<file path="config.mk">
export PLATFORM = sky130hd
export DESIGN_NAME = transpose_frame_unpacker_flat
export DESIGN_NICKNAME = d
export VERILOG_FILES = /design/src/rtl/transpose_frame_unpacker_if.sv /design/src/rtl/transpose_frame_unpacker.sv /design/src/flat_wrapper.sv
export SDC_FILE = /design/constraint.sdc
export NUM_CORES = 2
export LEC_CHECK = 0
export BUFFER_PORTS_ARGS = -buffer_cell sky130_fd_sc_hd__buf_2
export CORE_UTILIZATION = 46
export CTS_CLUSTER_DIAMETER = 200
export DETAILED_ROUTE_END_ITERATION = 8
export PLACE_DENSITY_LB_ADDON = 0.12
export SLEW_MARGIN = 30
export SYNTH_ARGS = -nofsm -noshare
export SYNTH_HDL_FRONTEND = slang
export SYNTH_SLANG_ARGS = --single-unit
</file>
<file path="constraint.sdc">
create_clock -name clk -period 7.1 [get_ports clk]
set_input_delay 1.42 -clock clk [delete_from_list [all_inputs] [get_ports clk]]
set_output_delay 1.42 -clock clk [all_outputs]
set_load 0.01 [all_outputs]
</file>
<file path="src/rtl/transpose_frame_unpacker_if.sv">
// transpose_frame_unpacker_if: capture-side stream from transpose plus valid/ready frame output
interface transpose_frame_unpacker_if #(
    parameter int WIDTH = 32
);
    logic [WIDTH-1:0] data_i;
    logic             valid_i;
    logic [WIDTH-1:0] data_o;
    logic             valid_o;
    logic             ready_i;
    logic             first_o;
    logic             last_o;
    logic             ovf_o;

    modport slave (
        input  data_i, valid_i, ready_i,
        output data_o, valid_o, first_o, last_o, ovf_o
    );

    modport master (
        output data_i, valid_i, ready_i,
        input  data_o, valid_o, first_o, last_o, ovf_o
    );
endinterface

</file>
<file path="src/rtl/transpose_frame_unpacker.sv">
// transpose_frame_unpacker: ping-pong buffers transpose column frames and re-emits them on valid/ready
module transpose_frame_unpacker #(
    parameter int WIDTH     = 32,
    parameter int DEPTH     = 32,
    parameter bit REV_ORDER = 1'b0
) (
    input  logic                         clk,
    input  logic                         rst_n,
    transpose_frame_unpacker_if.slave    bus
);
    localparam int AW = $clog2(DEPTH);

    logic [WIDTH-1:0] mem [2][DEPTH];
    logic [1:0]       full, full_nxt;
    logic             wr_bank, rd_bank, ovf;
    logic [AW-1:0]    wr_cnt, rd_cnt, rd_idx;
    logic             wr_en, wr_drop, wr_done, rd_xfer, rd_done;

    // Write and read sides only ever finish opposite banks, so both edits to full can apply together
    always_comb begin
        wr_en    = bus.valid_i & ~full[wr_bank];
        wr_drop  = bus.valid_i & full[wr_bank];
        wr_done  = wr_en & (&wr_cnt);
        rd_xfer  = full[rd_bank] & bus.ready_i;
        rd_done  = rd_xfer & (&rd_cnt);
        rd_idx   = REV_ORDER ? ~rd_cnt : rd_cnt;
        full_nxt = full;
        if (wr_done) full_nxt[wr_bank] = 1'b1;
        if (rd_done) full_nxt[rd_bank] = 1'b0;
    end

    always_ff @(posedge clk or negedge rst_n) begin
        if (!rst_n) begin
            for (int b = 0; b < 2; b++)
                for (int w = 0; w < DEPTH; w++)
                    mem[b][w] <= '0;
        end else if (wr_en) begin
            mem[wr_bank][wr_cnt] <= bus.data_i;
        end
    end

    always_ff @(posedge clk or negedge rst_n) begin
        if (!rst_n) begin
            full    <= '0;
            wr_bank <= 1'b0;
            rd_bank <= 1'b0;
            wr_cnt  <= '0;
            rd_cnt  <= '0;
            ovf     <= 1'b0;
        end else begin
            full <= full_nxt;
            if (wr_en) wr_cnt <= wr_cnt + 1'b1;
            if (wr_done) wr_bank <= ~wr_bank;
            if (wr_drop) ovf <= 1'b1;
            if (rd_xfer) rd_cnt <= rd_cnt + 1'b1;
            if (rd_done) rd_bank <= ~rd_bank;
        end
    end

    assign bus.valid_o = full[rd_bank];
    assign bus.data_o  = full[rd_bank] ? mem[rd_bank][rd_idx] : '0;
    assign bus.first_o = full[rd_bank] & (rd_cnt == '0);
    assign bus.last_o  = full[rd_bank] & (&rd_cnt);
    assign bus.ovf_o   = ovf;
endmodule

</file>
<file path="src/flat_wrapper.sv">
// flat-port wrapper written by rule: the top's interface ports become plain ports
module transpose_frame_unpacker_flat 
#(
    parameter int WIDTH     = 32,
    parameter int DEPTH     = 32,
    parameter bit REV_ORDER = 1'b0
)
  (clk, rst_n, bus_data_i, bus_valid_i, bus_ready_i, bus_data_o, bus_valid_o, bus_first_o, bus_last_o, bus_ovf_o);
  transpose_frame_unpacker_if #(.WIDTH(WIDTH)) bus_i ();
  input  logic clk;
  input  logic rst_n;
  input wire logic [$bits(bus_i.data_i)-1:0] bus_data_i;
  input wire logic [$bits(bus_i.valid_i)-1:0] bus_valid_i;
  input wire logic [$bits(bus_i.ready_i)-1:0] bus_ready_i;
  output wire logic [$bits(bus_i.data_o)-1:0] bus_data_o;
  output wire logic [$bits(bus_i.valid_o)-1:0] bus_valid_o;
  output wire logic [$bits(bus_i.first_o)-1:0] bus_first_o;
  output wire logic [$bits(bus_i.last_o)-1:0] bus_last_o;
  output wire logic [$bits(bus_i.ovf_o)-1:0] bus_ovf_o;
  assign bus_i.data_i = bus_data_i;
  assign bus_i.valid_i = bus_valid_i;
  assign bus_i.ready_i = bus_ready_i;
  assign bus_data_o = bus_i.data_o;
  assign bus_valid_o = bus_i.valid_o;
  assign bus_first_o = bus_i.first_o;
  assign bus_last_o = bus_i.last_o;
  assign bus_ovf_o = bus_i.ovf_o;
  transpose_frame_unpacker #(.WIDTH(WIDTH), .DEPTH(DEPTH), .REV_ORDER(REV_ORDER)) u_core (.clk(clk), .rst_n(rst_n), .bus(bus_i));
endmodule
</file>
==> summary.md <==
| Metric | Value |
|---|---|
| Largest net degree at the start of global routing | `188` |
| Status | `finished clean` |
| Power Density | `394 mW/mm^2` |
| Cell count after placement | `around 8.0k` |
| CP Cell Sequence | `buf_12 -> buf_4 -> mux4_2 -> mux4_2 -> mux2i_1 -> nor3_1 -> a221o_1 -> buf_2` |
| DRT Wirelength | `~270 mm` |
| Clk sinks | `between 2k and 2.5k` |
| HP Class | `register to register` |
| Postcts setup bufs | `0` |
| Port Buffers | `71` |
| Critical path's most frequent cell | `mux4_2` |
| Grt ovf | `0` |
| Net count after synthesis | `5780` |
| FF/Latch Area | `0.0516 sq mm` |
| Period utilization | `0.845` |
| CTS tree | `yes` |
| Slew margin rel. | `0.310` |
| Setup CP Type | `register to output pin` |
| Syn Std Cell Area | `0.0934 sq mm` |
| Final Instance Area | `0.104 sq mm` |
| Die X | `453 microns` |
| Placer Congestion | `between 0.7 and 0.8` |
| Yosys reg bits | `2063` |
| Cell count after synthesis | `about 5.7k` |
| Hold Vio Cnt, Final | `0` |
| Drt first pass iters | `5` |
| Fmax | `167 MHz` |
| Core Rows | `164` |
| Area grow syn2layout | `11.8%` |
| Startpoint types | `register` |
| Number of flops mapped to enable cells by yosys | `0` |
| Max Buffers Root-to-Sink | `3` |
| Clock Skew | `29.1 ps` |
| GRT Overall Usage | `0.270` |
| Tot Pwr | `0.0412 W` |
| Max FO, Critical Path | `22` |
| I/O pin total | `72` |
| Hold Buf Count CTS | `0` |
| DP HPWL | `around 160 mm` |
| Placed Area | `0.0968 sq mm` |
| Initial Util | `0.465` |
| CTS root buf | `clkbuf_16` |
| Count of final max-slew check failures | `0` |
| Tmin final | `approximately 6000 ps` |
| Synth Flop Type | `dfrtp_1` |
| Die H | `453 microns` |
| Total CTS buffers | `224` |
| Post-Synth Simple-Gate Area | `0.00997` |
| ANT nets after route | `0` |
| Reg clk slew, reported paths | `60 ps` |
| Post-synthesis cell type count | `51` |
| Max-cap violations | `0` |
| Post-Synth Adder-Cell Area | `0.00107` |
| DIE AREA | `between 0.2 and 0.25 sq mm` |
| Remaining DRCs | `0` |
| Critical path arrival | `4580 ps` |
| CP endpoint kind | `output pin` |
| Cts repair resizes | `0` |
| VDD IR max | `293 uV` |
| Average size of a mapped cell | `16.3 sq um` |
| XOR/XNOR Fraction of Synth Area | `0.000657` |
| Multiplexer area fraction after synthesis | `0.397` |
| Nets@finish | `5655` |
| Slowest-stage cell, CP | `dfrtp_4` |
| DRT iter0 DRCs | `~4.1k` |
| Warnings, synthesis | `0` |
| CP peak stage delay | `770 ps` |
| Area of the multi-input gates | `0.0396 sq mm` |
| Vias/cell | `6.13` |
| Avg WL per Cell | `32.0 microns` |
| Fin cells | `8451` |
| Unrepaired setup endpoints after global routing | `false` |
| Slew @ Worst Pin | `roughly 1000 ps` |
| Detailed-route via count | `51.8k` |
| Setup TNS | `0 ps` |
| Initial antenna violation count | `11` |
| Core ar. | `roughly 0.2 sq mm` |
| Sequential share of the synthesized area | `0.553` |
| Fillers | `16.5k` |
| Worst-skew pair later-pin latency | `a little under 900 ps` |
| Vias in the first global route | `between 50k and 60k` |
| Largest family of logic cells by synthesized area | `multiplexers` |
| Async SR Flop Fraction | `1.00` |
| Global-route wire length before repair | `401 mm` |
| Leakage power | `47.7 nW` |
| Synth Area in Compound Gates | `0.0102` |
| WP data required | `5680 ps` |
| Layout cells sized above 1 | `0.573` |
| Final setup violation count | `0` |
| H-tree Lvls | `4` |
-- cells in the final DEF, fill, tap and decap left out, types with 4 or more instances in the layout --
| cell | count |
|---|---|
| buf_12 | 27 |
| clkinv_2 | 34 |
| nand2_1 | 53 |
| buf_16 | 16 |
| nor2_4 | 44 |
| nor2_1 | 11 |
| dfrtp_4 | 4 |
| o21ai_0 | 39 |
| ha_1 | 8 |
| a22oi_1 | 19 |
| dfrtp_1 | 2058 |
| inv_6 | 4 |
| nand2_2 | 14 |
| inv_1 | 7 |
| clkinv_8 | 4 |
| nor3_1 | 21 |
| clkbuf_8 | 68 |
| mux2i_1 | 69 |
| a221o_1 | 4 |
| a21oi_1 | 17 |
| buf_4 | 154 |
| o211ai_1 | 4 |
| clkbuf_1 | 53 |
| a221oi_1 | 19 |
| nor2_2 | 4 |
| nand3_1 | 12 |
| nand3b_1 | 4 |
| mux2_1 | 4 |
| xnor2_1 | 7 |
| mux4_2 | 588 |
| and2_1 | 11 |
| mux2_2 | 2049 |
| clkbuf_16 | 225 |
| o22ai_1 | 23 |
| buf_2 | 42 |
| bufinv_16 | 8 |
| clkinv_16 | 4 |
-- sequential cells by signal, indices dropped and copies added, names as in the netlist --
register	count
u_core.full	2
u_core.rd_bank	1
u_core.wr_cnt	5
u_core.wr_bank	1
u_core.bus.ovf_o	1
u_core.rd_cnt	5
u_core.mem	2048
-- critical path: cells and delay by family (launching register included) --
family          cells  cell delay, ps
mux                 3            1480
simple gates        1             160
buf+inv             3             860
compound gates      1             370
flops               1             770
-- Yosys cell counts (17+ instances only) --
library cell | number | share of area
a21oi_1 | 17 | 0.00091
a221oi_1 | 19 | 0.0018
a22oi_1 | 19 | 0.0015
buf_1 | 106 | 0.0043
buf_2 | 203 | 0.011
buf_4 | 19 | 0.0015
clkbuf_1 | 255 | 0.010
dfrtp_1 | 2063 | 0.55
mux2_2 | 2049 | 0.25
mux2i_1 | 69 | 0.0074
mux4_2 | 588 | 0.14
nand2_1 | 69 | 0.0028
nor2_1 | 59 | 0.0024
nor3_1 | 23 | 0.0012
o21ai_0 | 39 | 0.0021
o22ai_1 | 23 | 0.0015
-- kinds of logic after synthesis --
family,after synthesis
xor+xnor,7
simple gates,204
mux,2711
compound gates,144
buf+inv,599
fa+ha+maj,8
flops,2063
-- stage by stage --
stage / setup WS (ps) / hold WS [ps] / util
5_1_grt: 943 / 504 / 0.520
3_3_place_gp: 1200 / 468 / 0.480
2_1_floorplan: 3480 / 459 / -
3_5_place_dp: 1980 / 478 / 0.482
4_1_cts: 991 / 491 / 0.520
6_report: 1100 / 490 / 0.520
-- report_power, final --
group	total, W	switching (W)	internal (W)
logic	0.0118	0.00516	0.00666
registers	0.0176	0.00203	0.0156
clock network	0.0117	0.00491	0.00683
-- path summary, 6_finish.rpt --
kind	slack (ps)	start	to	cells after the start
max reg2reg	3390	u_core.full[1]	u_core.mem[111]	5
min reg2reg	490	u_core.mem[1292]	u_core.mem[1292]	1
min in group asynchronous	550	rst_n	u_core.mem[1240]	1
max in group asynchronous	4750	rst_n	u_core.mem[950]	3
max	1100	u_core.rd_bank	bus_data_o[0]	8
min	490	u_core.mem[1292]	u_core.mem[1292]	1
-- per-layer routing --
layer / GRT usage / vias up / wire length (microns)
met3: 0.0407 / 371 / 12000
met5: 0 / - / 35
met1: 0.383 / 29200 / 121000
met2: 0.430 / 1135 / 129000
met4: 0.0826 / 6 / 8290
li1: - / 21100 / -
-- layout make-up --
| cell class | count | share of cell area |
|---|---|---|
| Antenna cell | 3 | 0.0000719 |
| Clock buffer | 346 | 0.0648 |
| Clock inverter | 61 | 0.00683 |
| Inverter | 9 | 0.000324 |
| Multi-Input combinational cell | 3074 | 0.379 |
| Sequential cell | 2063 | 0.495 |
| Tap cell | 2656 | 0.0318 |
| Timing Repair Buffer | 239 | 0.0225 |
Power figures use the tool's default switching activity.
